## src/rtl/alu_pkg.sv

```systemverilog
// Shared definitions for the ALU issue stage: opcodes, FSM states and
// instruction-word field positions.
package alu_pkg;

    localparam logic [3:0] OP_NOP  = 4'b0000;
    localparam logic [3:0] OP_RST  = 4'b0001;
    localparam logic [3:0] OP_LDI  = 4'b0010;
    localparam logic [3:0] OP_ADD  = 4'b0100;
    localparam logic [3:0] OP_SUB  = 4'b0101;
    localparam logic [3:0] OP_AND  = 4'b1000;
    localparam logic [3:0] OP_OR   = 4'b1001;
    localparam logic [3:0] OP_XOR  = 4'b1010;
    localparam logic [3:0] OP_NAND = 4'b1011;
    localparam logic [3:0] OP_NOR  = 4'b1100;
    localparam logic [3:0] OP_NOT  = 4'b1101;

    typedef enum logic [1:0] {
        S_IDLE = 2'd0,
        S_EXEC = 2'd1,
        S_WB   = 2'd2
    } state_t;

    localparam int REG_AW  = 4;
    localparam int OP_MSB  = 15;
    localparam int OP_LSB  = 12;
    localparam int RD_MSB  = 11;
    localparam int RD_LSB  = 8;
    localparam int RS1_MSB = 7;
    localparam int RS1_LSB = 4;
    localparam int RS2_MSB = 3;
    localparam int RS2_LSB = 0;
    localparam int IMM_MSB = 7;
    localparam int IMM_LSB = 0;

    // Opcodes that go through the external ALU (EXEC/WB path).
    function automatic logic is_alu_op(input logic [3:0] op);
        case (op)
            OP_ADD, OP_SUB, OP_AND, OP_OR, OP_XOR,
            OP_NAND, OP_NOR, OP_NOT: return 1'b1;
            default:                 return 1'b0;
        endcase
    endfunction

endpackage

```

## src/rtl/alu_issue_seq_if.sv

```systemverilog
// Instruction handshake, ALU operand/result bus, write-back and debug port
// of the ALU issue stage.
interface alu_issue_seq_if import alu_pkg::*; #(parameter int WIDTH = 16);

    logic              instr_valid;
    logic              instr_ready;
    logic [15:0]       instr_word;
    logic [WIDTH-1:0]  alu_a;
    logic [WIDTH-1:0]  alu_b;
    logic [3:0]        alu_op;
    logic [WIDTH-1:0]  alu_result;
    logic              wb_valid;
    logic [REG_AW-1:0] wb_addr;
    logic [WIDTH-1:0]  wb_data;
    logic              illegal;
    logic [REG_AW-1:0] dbg_addr;
    logic [WIDTH-1:0]  dbg_data;

    modport slave (
        input  instr_valid, instr_word, alu_result, dbg_addr,
        output instr_ready, alu_a, alu_b, alu_op,
               wb_valid, wb_addr, wb_data, illegal, dbg_data
    );

    modport master (
        output instr_valid, instr_word, alu_result, dbg_addr,
        input  instr_ready, alu_a, alu_b, alu_op,
               wb_valid, wb_addr, wb_data, illegal, dbg_data
    );

endinterface

```

## src/rtl/alu_regfile.sv

```systemverilog
// Register file: two combinational operand reads, one debug read, one
// synchronous write port and a synchronous clear-all.
module alu_regfile import alu_pkg::*; #(
    parameter int WIDTH = 16,
    parameter int NREGS = 16
) (
    input  logic              clk,
    input  logic              rst,
    input  logic [REG_AW-1:0] rd_addr_a,
    input  logic [REG_AW-1:0] rd_addr_b,
    input  logic [REG_AW-1:0] dbg_addr,
    output logic [WIDTH-1:0]  rd_data_a,
    output logic [WIDTH-1:0]  rd_data_b,
    output logic [WIDTH-1:0]  dbg_data,
    input  logic              wr_en,
    input  logic [REG_AW-1:0] wr_addr,
    input  logic [WIDTH-1:0]  wr_data,
    input  logic              clr
);

    logic [WIDTH-1:0] mem [NREGS];

    // One flop bank per register so the whole file can reset and clear at once.
    generate
        for (genvar gi = 0; gi < NREGS; gi++) begin : g_reg
            always_ff @(posedge clk or posedge rst) begin
                if (rst) begin
                    mem[gi] <= '0;
                end else if (clr) begin
                    mem[gi] <= '0;
                end else if (wr_en && (wr_addr == REG_AW'(gi))) begin
                    mem[gi] <= wr_data;
                end
            end
        end
    endgenerate

    assign rd_data_a = mem[rd_addr_a];
    assign rd_data_b = mem[rd_addr_b];
    assign dbg_data  = mem[dbg_addr];

endmodule

```

## src/rtl/alu_issue_seq.sv

```systemverilog
// Issue stage for the 16-bit ALU: decodes one instruction at a time, drives
// registered operands to the ALU and writes the captured result back.
module alu_issue_seq import alu_pkg::*; #(
    parameter int WIDTH = 16,
    parameter int NREGS = 16
) (
    input  logic            clk,
    input  logic            rst,
    alu_issue_seq_if.slave  bus
);

    state_t state_reg, state_next;

    logic [3:0]        op;
    logic [REG_AW-1:0] rd, rs1, rs2;
    logic [7:0]        imm;
    logic [WIDTH-1:0]  imm_ext;

    logic [WIDTH-1:0]  rs1_data, rs2_data;
    logic [WIDTH-1:0]  alu_a_reg, alu_b_reg, result_reg, wb_data_reg;
    logic [3:0]        alu_op_reg;
    logic [REG_AW-1:0] rd_reg, wb_addr_reg;
    logic              wb_valid_reg, illegal_reg;

    logic              handshake;
    logic              rf_we, rf_clr, load_ops, wb_set, illegal_set;
    logic [REG_AW-1:0] rf_waddr, wb_addr_next;
    logic [WIDTH-1:0]  rf_wdata, wb_data_next;

    assign op      = bus.instr_word[OP_MSB:OP_LSB];
    assign rd      = bus.instr_word[RD_MSB:RD_LSB];
    assign rs1     = bus.instr_word[RS1_MSB:RS1_LSB];
    assign rs2     = bus.instr_word[RS2_MSB:RS2_LSB];
    assign imm     = bus.instr_word[IMM_MSB:IMM_LSB];
    assign imm_ext = WIDTH'(imm);

    assign bus.instr_ready = (state_reg == S_IDLE);
    assign handshake       = bus.instr_valid && (state_reg == S_IDLE);

    alu_regfile #(.WIDTH(WIDTH), .NREGS(NREGS)) u_regfile (
        .clk       (clk),
        .rst       (rst),
        .rd_addr_a (rs1),
        .rd_addr_b (rs2),
        .dbg_addr  (bus.dbg_addr),
        .rd_data_a (rs1_data),
        .rd_data_b (rs2_data),
        .dbg_data  (bus.dbg_data),
        .wr_en     (rf_we),
        .wr_addr   (rf_waddr),
        .wr_data   (rf_wdata),
        .clr       (rf_clr)
    );

    always_ff @(posedge clk or posedge rst) begin
        if (rst) begin
            state_reg <= S_IDLE;
        end else begin
            state_reg <= state_next;
        end
    end

    always_comb begin
        state_next   = state_reg;
        rf_we        = 1'b0;
        rf_clr       = 1'b0;
        rf_waddr     = rd_reg;
        rf_wdata     = result_reg;
        load_ops     = 1'b0;
        wb_set       = 1'b0;
        wb_addr_next = rd_reg;
        wb_data_next = result_reg;
        illegal_set  = 1'b0;
        case (state_reg)
            S_IDLE: begin
                if (handshake) begin
                    if (is_alu_op(op)) begin
                        load_ops   = 1'b1;
                        state_next = S_EXEC;
                    end else begin
                        case (op)
                            OP_NOP: begin
                            end
                            OP_RST: begin
                                rf_clr       = 1'b1;
                                wb_set       = 1'b1;
                                wb_addr_next = '0;
                                wb_data_next = '0;
                            end
                            OP_LDI: begin
                                rf_we        = 1'b1;
                                rf_waddr     = rd;
                                rf_wdata     = imm_ext;
                                wb_set       = 1'b1;
                                wb_addr_next = rd;
                                wb_data_next = imm_ext;
                            end
                            default: illegal_set = 1'b1;
                        endcase
                    end
                end
            end
            S_EXEC: state_next = S_WB;
            S_WB: begin
                rf_we      = 1'b1;
                wb_set     = 1'b1;
                state_next = S_IDLE;
            end
            default: state_next = S_IDLE;
        endcase
    end

    // Operands hold their last value between ops; only a new ALU op reloads them.
    always_ff @(posedge clk or posedge rst) begin
        if (rst) begin
            rd_reg       <= '0;
            alu_a_reg    <= '0;
            alu_b_reg    <= '0;
            alu_op_reg   <= OP_NOP;
            result_reg   <= '0;
            wb_valid_reg <= 1'b0;
            wb_addr_reg  <= '0;
            wb_data_reg  <= '0;
            illegal_reg  <= 1'b0;
        end else begin
            if (load_ops) begin
                rd_reg     <= rd;
                alu_a_reg  <= rs1_data;
                alu_b_reg  <= (op == OP_NOT) ? '0 : rs2_data;
                alu_op_reg <= op;
            end
            if (state_reg == S_EXEC) begin
                result_reg <= bus.alu_result;
            end
            wb_valid_reg <= wb_set;
            illegal_reg  <= illegal_set;
            if (wb_set) begin
                wb_addr_reg <= wb_addr_next;
                wb_data_reg <= wb_data_next;
            end
        end
    end

    assign bus.alu_a    = alu_a_reg;
    assign bus.alu_b    = alu_b_reg;
    assign bus.alu_op   = alu_op_reg;
    assign bus.wb_valid = wb_valid_reg;
    assign bus.wb_addr  = wb_addr_reg;
    assign bus.wb_data  = wb_data_reg;
    assign bus.illegal  = illegal_reg;

endmodule

```

## src/flat_wrapper.sv

```systemverilog
// flat-port wrapper written by rule: the top's interface ports become plain ports
module alu_issue_seq_flat import alu_pkg::*;
#(
    parameter int WIDTH = 16,
    parameter int NREGS = 16
)
  (clk, rst, bus_instr_valid, bus_instr_word, bus_alu_result, bus_dbg_addr, bus_instr_ready, bus_alu_a, bus_alu_b, bus_alu_op, bus_wb_valid, bus_wb_addr, bus_wb_data, bus_illegal, bus_dbg_data);
  alu_issue_seq_if #(.WIDTH(WIDTH)) bus_i ();
  input  logic clk;
  input  logic rst;
  input wire logic [$bits(bus_i.instr_valid)-1:0] bus_instr_valid;
  input wire logic [$bits(bus_i.instr_word)-1:0] bus_instr_word;
  input wire logic [$bits(bus_i.alu_result)-1:0] bus_alu_result;
  input wire logic [$bits(bus_i.dbg_addr)-1:0] bus_dbg_addr;
  output wire logic [$bits(bus_i.instr_ready)-1:0] bus_instr_ready;
  output wire logic [$bits(bus_i.alu_a)-1:0] bus_alu_a;
  output wire logic [$bits(bus_i.alu_b)-1:0] bus_alu_b;
  output wire logic [$bits(bus_i.alu_op)-1:0] bus_alu_op;
  output wire logic [$bits(bus_i.wb_valid)-1:0] bus_wb_valid;
  output wire logic [$bits(bus_i.wb_addr)-1:0] bus_wb_addr;
  output wire logic [$bits(bus_i.wb_data)-1:0] bus_wb_data;
  output wire logic [$bits(bus_i.illegal)-1:0] bus_illegal;
  output wire logic [$bits(bus_i.dbg_data)-1:0] bus_dbg_data;
  assign bus_i.instr_valid = bus_instr_valid;
  assign bus_i.instr_word = bus_instr_word;
  assign bus_i.alu_result = bus_alu_result;
  assign bus_i.dbg_addr = bus_dbg_addr;
  assign bus_instr_ready = bus_i.instr_ready;
  assign bus_alu_a = bus_i.alu_a;
  assign bus_alu_b = bus_i.alu_b;
  assign bus_alu_op = bus_i.alu_op;
  assign bus_wb_valid = bus_i.wb_valid;
  assign bus_wb_addr = bus_i.wb_addr;
  assign bus_wb_data = bus_i.wb_data;
  assign bus_illegal = bus_i.illegal;
  assign bus_dbg_data = bus_i.dbg_data;
  alu_issue_seq #(.WIDTH(WIDTH), .NREGS(NREGS)) u_core (.clk(clk), .rst(rst), .bus(bus_i));
endmodule
```

## config.mk

```make
export PLATFORM = sky130hd
export DESIGN_NAME = alu_issue_seq_flat
export DESIGN_NICKNAME = d
export VERILOG_FILES = /design/src/rtl/alu_pkg.sv /design/src/rtl/alu_issue_seq_if.sv /design/src/rtl/alu_regfile.sv /design/src/rtl/alu_issue_seq.sv /design/src/flat_wrapper.sv
export SDC_FILE = /design/constraint.sdc
export NUM_CORES = 1
export LEC_CHECK = 0
export CAP_MARGIN = 0
export CORE_UTILIZATION = 45
export CTS_CLUSTER_SIZE = 10
export DETAILED_ROUTE_END_ITERATION = 8
export PLACE_DENSITY_LB_ADDON = 0.12
export SYNTH_ARGS = -nofsm -noshare
export SYNTH_HDL_FRONTEND = slang
export SYNTH_SLANG_ARGS = --single-unit
```

## constraint.sdc

```tcl
create_clock -name clk -period 14.8 [get_ports clk]
set_input_delay 3.7 -clock clk [delete_from_list [all_inputs] [get_ports clk]]
set_output_delay 3.7 -clock clk [all_outputs]
set_load 0.01 [all_outputs]
```

### Word-level counts from Yosys, hierarchy flattened

Memories as Yosys holds them, arrays and structs flattened.
Index checks and enable logic that the tools add are counted.

* register bits after elaboration: 336
* memories kept: 1
* logic and storage cells: 176
* ROM bits: 16
* output and inout port bits: 75

* eq/ne operators: 22
* mux-type cells: 82
* bitwise logic cells: 3
* reductions and logical operators: 39
* magnitude comparators: 3

Memory list
* (no name shown): words 16, width 1, read ports 1, clocked after memory_dff 0, wr ports 0, line alu_pkg.sv:37 `case (op)`

Operators with widths (number)
* 16-bit two-way mux: 46
* 16-bit binary-select mux with 4-bit select: 3
* 4-bit == test, second input constant: 9
* 16-bit case mux with 2 select lines: 1
* 2-bit nonzero test: 16
* 4-bit two-way mux: 7
* 1-bit two-way mux: 19
* 1-bit logical AND: 17
* 4-bit by 3-bit == test with 1-bit output, second input constant: 4
* 5-bit greater-or-equal comparator, second input constant: 3
* 4-bit inverter with 5-bit output: 3
* 4-bit by 2-bit == test with 1-bit output, second input constant: 3
* 4-bit by 1-bit == test with 1-bit output, second input constant: 2
* 4-bit logical NOT: 2
* 4-bit case mux with 2 select lines: 1
* 2-bit two-way mux: 2
* 2-bit by 1-bit != test with 1-bit output, second input constant: 2
* 1-bit case mux with 2 select lines: 2
* 2-bit case mux with 2 select lines: 1
* 3-bit OR reduction: 1
* 2-bit by 1-bit == test with 1-bit output, second input constant: 1
* 2-bit == test, second input constant: 1
* 2-bit logical NOT: 1
* 2-bit AND reduction: 1
* 2-bit OR reduction: 1

### Longest topological paths before layout

* depth in word-level cells: 11
* mapped depth: 10

### Modules after synthesis

Synthesis repeated with hierarchy kept, for this count alone.

* cells, all modules: 1874
* area total of the unflattened synthesis: 20577.2 µm²

Modules (own cells, without submodules)
* alu_regfile: instances 1, cells each 1624, area each 17107.7 µm²
* alu_issue_seq: instances 1, cells each 250, area each 3469.6 µm²

### Least setup slack after synthesis

OpenSTA, ideal clock, no wires.

* kind: input to output
* from: in bus_dbg_addr[0]
* to: out bus_dbg_data[0]
* setup slack: 5.422 ns
* stages: 4
* arrival: 5.678 ns
* path through: clkbuf_1 > buf_1 > mux4_2 > mux4_2

* cells in the longest elaborated chain, start to end: 4

Ends and longest elaborated chain
* from (decl): line flat_wrapper.sv:14 `input wire logic [$bits(bus_i.dbg_addr)-1:0] bus_dbg_addr;`
* 4-bit inverter with 5-bit output (implied by the code): line alu_regfile.sv:40 `assign dbg_data = mem[dbg_addr];`
* 16-bit binary-select mux with 4-bit select: line alu_regfile.sv:40
* 16-bit two-way mux (implied by the code) (2 in series): line alu_regfile.sv:40
* to (decl): line flat_wrapper.sv:23 `output wire logic [$bits(bus_i.dbg_data)-1:0] bus_dbg_data;`

No other way between the ends. The select of a mux whose other input is x is not followed.

### Worst setup path in the final report

* from: in bus_dbg_addr[0]
* to: out bus_dbg_data[6]

Same word-level chain as after synthesis.

==> results_dict.tcl <==
set metrics [dict create \
    status "completed" \
    path_buf_inv 3 \
    clk_latency_ps 560 \
    max_freq_mhz 97.7 \
    maxCapViolCount 0 \
    finalNetCount 1493 \
    hold_viol_final 0 \
    synth_seq_cells 336 \
    wl_um 55300 \
    grt_pass1_wl_um 85600 \
    synth_area_leaders "dfrtp_1 (43%), mux4_2 (28%), mux2i_1 (10%), mux2_2 (5.4%), nand2_1 (4.8%)" \
    end_kind "primary output" \
    core_area_mm2 0.0423 \
    p_leak_nw 9.74 \
    grt_use_met1_pct 36.9 \
    fillers 3619 \
    root_buffer "clkbuf_16" \
    yosysWarningCount 0 \
    crit_slowest_cell "buf_4" \
    cpLargestDelayFamily "buffers and inverters" \
    place_area_mm2 0.0208 \
    drive_above_1_share_pct 30.5 \
    fin_area_mm2 0.0220 \
    seqCellArea_mm2 0.00841 \
    yosysTopAreaCell "dfrtp_1" \
    clkTransAtPathRegs_ps 50 \
    die-area_mm2 0.0441 \
    power_density_mw_per_mm2 166 \
    antennaDiodeCount 0 \
    stdcell_count 2047 \
    die_h_um 210 \
    synth_cell_types 52 \
    largest_register_ffs 256 \
    ctsHtreeMaxLevel 2 \
    cts_setup_buffers 0 \
    syn_to_final_growth_pct 13.3 \
    path_class "in2out" \
    hp-start "u_core.bus.alu_b[13]$_DFFE_PP0P_" \
    fin_setup_tns_ps 0 \
    row_count 75 \
    cp_max_fo 46 \
    met3_usage_pct 4.86 \
    irDropWorstVdd_v 0.0000775 \
    drt_first_iter_violations 1037 \
    gr-max-usage-layer "met2" \
    critPathLaunchType "input pin" \
    yosysSeqAreaShare_pct 43.2 \
    wl_per_cell_um 27.0 \
    crit_chain "buf_4 -> buf_4 -> mux4_2 -> mux4_2 -> clkdlybuf4s50_1" \
    r2r-start "u_core.state_reg[1]$_DFFE_PP0P_" \
    rsz0062_at_grt "no" \
    multi_input_area_mm2 0.0103 \
    ant_nets 0 \
    clk_path_buf_depth 3 \
    cts.repair.resized 0 \
    via_count 12700 \
    dp.cells 1988 \
    gr-usage-all-layers_pct 26.4 \
    worst_clock_skew_ps 12.8 \
    syn_nets 1446 \
    regMostFlops "u_core.u_regfile.mem" \
    grt_overflow_total 0 \
    layout_worst_path_cycle_share_pct 69.2 \
    setup_viol 0 \
    io_pins 114 \
    gp_congestion 0.819 \
    grt_max_degree 138 \
    reg2regPathDepth 7 \
    hpwl_um 33500 \
    slew_viol_final 0 \
    fin_hold_ws_ps 474 \
    synthArstFlopShare_pct 100 \
    fin_crit_ps 10240 \
    grt_pass1_vias 13300 \
    hold_path_end "u_core.bus.alu_b[13]$_DFFE_PP0P_" \
    synth_top_area_share_pct 43.2 \
    r2r-end "u_core.u_regfile.mem[86]$_DFFE_PP0P_" \
    crit_required_ps 11100 \
    critPathArrivalTime_ps 6540 \
    use_met2_pct 41.7 \
    worstMarginPinSlew_ps 1100 \
    synth_area_mm2 0.0195 \
    tritoncts "yes" \
    firstDrtPassIters 5 \
    startpoint "bus_dbg_addr[0]" \
    finalPower_mw 3.67 \
    fp.dieW_um 210 \
    slowest_delay_ps 800 \
    port_buffers 113 \
    cts_num_sinks 336 \
    min_path_cells 2 \
    viasPerCell 6.19 \
    worst-r2r-setup-slack_ps 11410 \
    cts_inserted_buffers 41 \
    synth_edf_count 0 \
    netlist_instances 1407 \
    holdBufCountCts 0 \
    initial_utilization_pct 46.0 \
    hp-class "reg2reg" \
    antenna_found_initial 0 \
    max_slew_margin_pct 26.8 \
    remaining_drc_errors 0 \
    postSynthAreaPerCell_um2 13.8 \
    synthFlopType "dfrtp_1" \
]
-- stage by stage --
stage	setup WS, ps	utilization, %
finish	4560	52.1
global placement	4560	49.2
floorplan	1790	-
CTS	4520	52.1
global route	4360	52.1
detailed placement	4530	49.2
-- routing by layer --
layer  up-vias  share of wire (%)
li1       5409                  -
met1      6819                 44
met2       354                 48
met3        80                5.1
met4         0                2.8
met5         -                  0
-- synthesized netlist by cell type, types with 2 or more instances --
library cell / instances
nor2_4: 7
nand4b_1: 2
o211ai_1: 11
clkbuf_1: 75
nand2_1: 247
buf_6: 13
mux2i_1: 199
o21ai_0: 38
mux2_2: 93
or3_1: 6
and2_0: 2
buf_1: 15
nand3_1: 6
o21ai_2: 7
dfrtp_1: 336
mux4_2: 240
a22o_1: 8
a31oi_1: 5
and2_1: 5
nor2_1: 8
nand2b_1: 2
inv_1: 28
buf_2: 25
-- tightest hold or removal path, delay by kind of cell (launching register included) --
kind / cells / cell delay (ps)
flops: 1 / 340
compound gates: 1 / 60
simple gates: 1 / 40
-- logic make-up after synthesis --
group | count (synthesis) | share of synthesized area (%)
xor gates and xnor gates | 1 | 0.0450
DFF | 336 | 43.2
muxes | 532 | 43.4
buffers and inverters | 157 | 3.71
AOI/OAI and AO/OA | 83 | 2.89
and+or+nand+nor | 298 | 6.73
-- worst max-delay path by stage --
stage	slack (ps)	depth (start not counted)	endpoint
after detailed placement	4530	5	bus_dbg_data[6]
after CTS	4520	5	bus_dbg_data[6]
final	4560	5	bus_dbg_data[6]
after global routing	4360	5	bus_dbg_data[6]
after global placement	4560	5	bus_dbg_data[6]
after floorplan	1790	1	u_core.bus.alu_a[0]$_DFFE_PP0P_
-- layout make-up --
cell class	count	area share, %
tap	577	3.27
sequential	336	38.1
clock buffer	57	5.39
multi-input combinational	914	46.9
clock inverter	2	0.176
inverter	28	0.511
timing repair buffer	133	5.62
-- report_power, final --
| group | switching [mW] | internal [mW] | total [mW] | leakage (nW) |
|---|---|---|---|---|
| Combinational | 0.462 | 0.719 | 1.18 | 4.71 |
| Clock | 0.381 | 0.568 | 0.949 | 0.601 |
| Sequential | 0.302 | 1.24 | 1.54 | 4.43 |
| Total | 1.15 | 2.52 | 3.67 | 9.74 |
-- layout by cell type, fill, tap and decap left out, drive strengths merged, types with 8 or more instances in the layout --
cell type,instances
mux2,93
buf,30
inv,29
nand2,247
nor2,16
o21ai,46
dfrtp,336
mux2i,199
a22o,8
clkdlybuf4s50,103
mux4,240
clkbuf,57
o211ai,12
(Power assumes the default switching activity.)
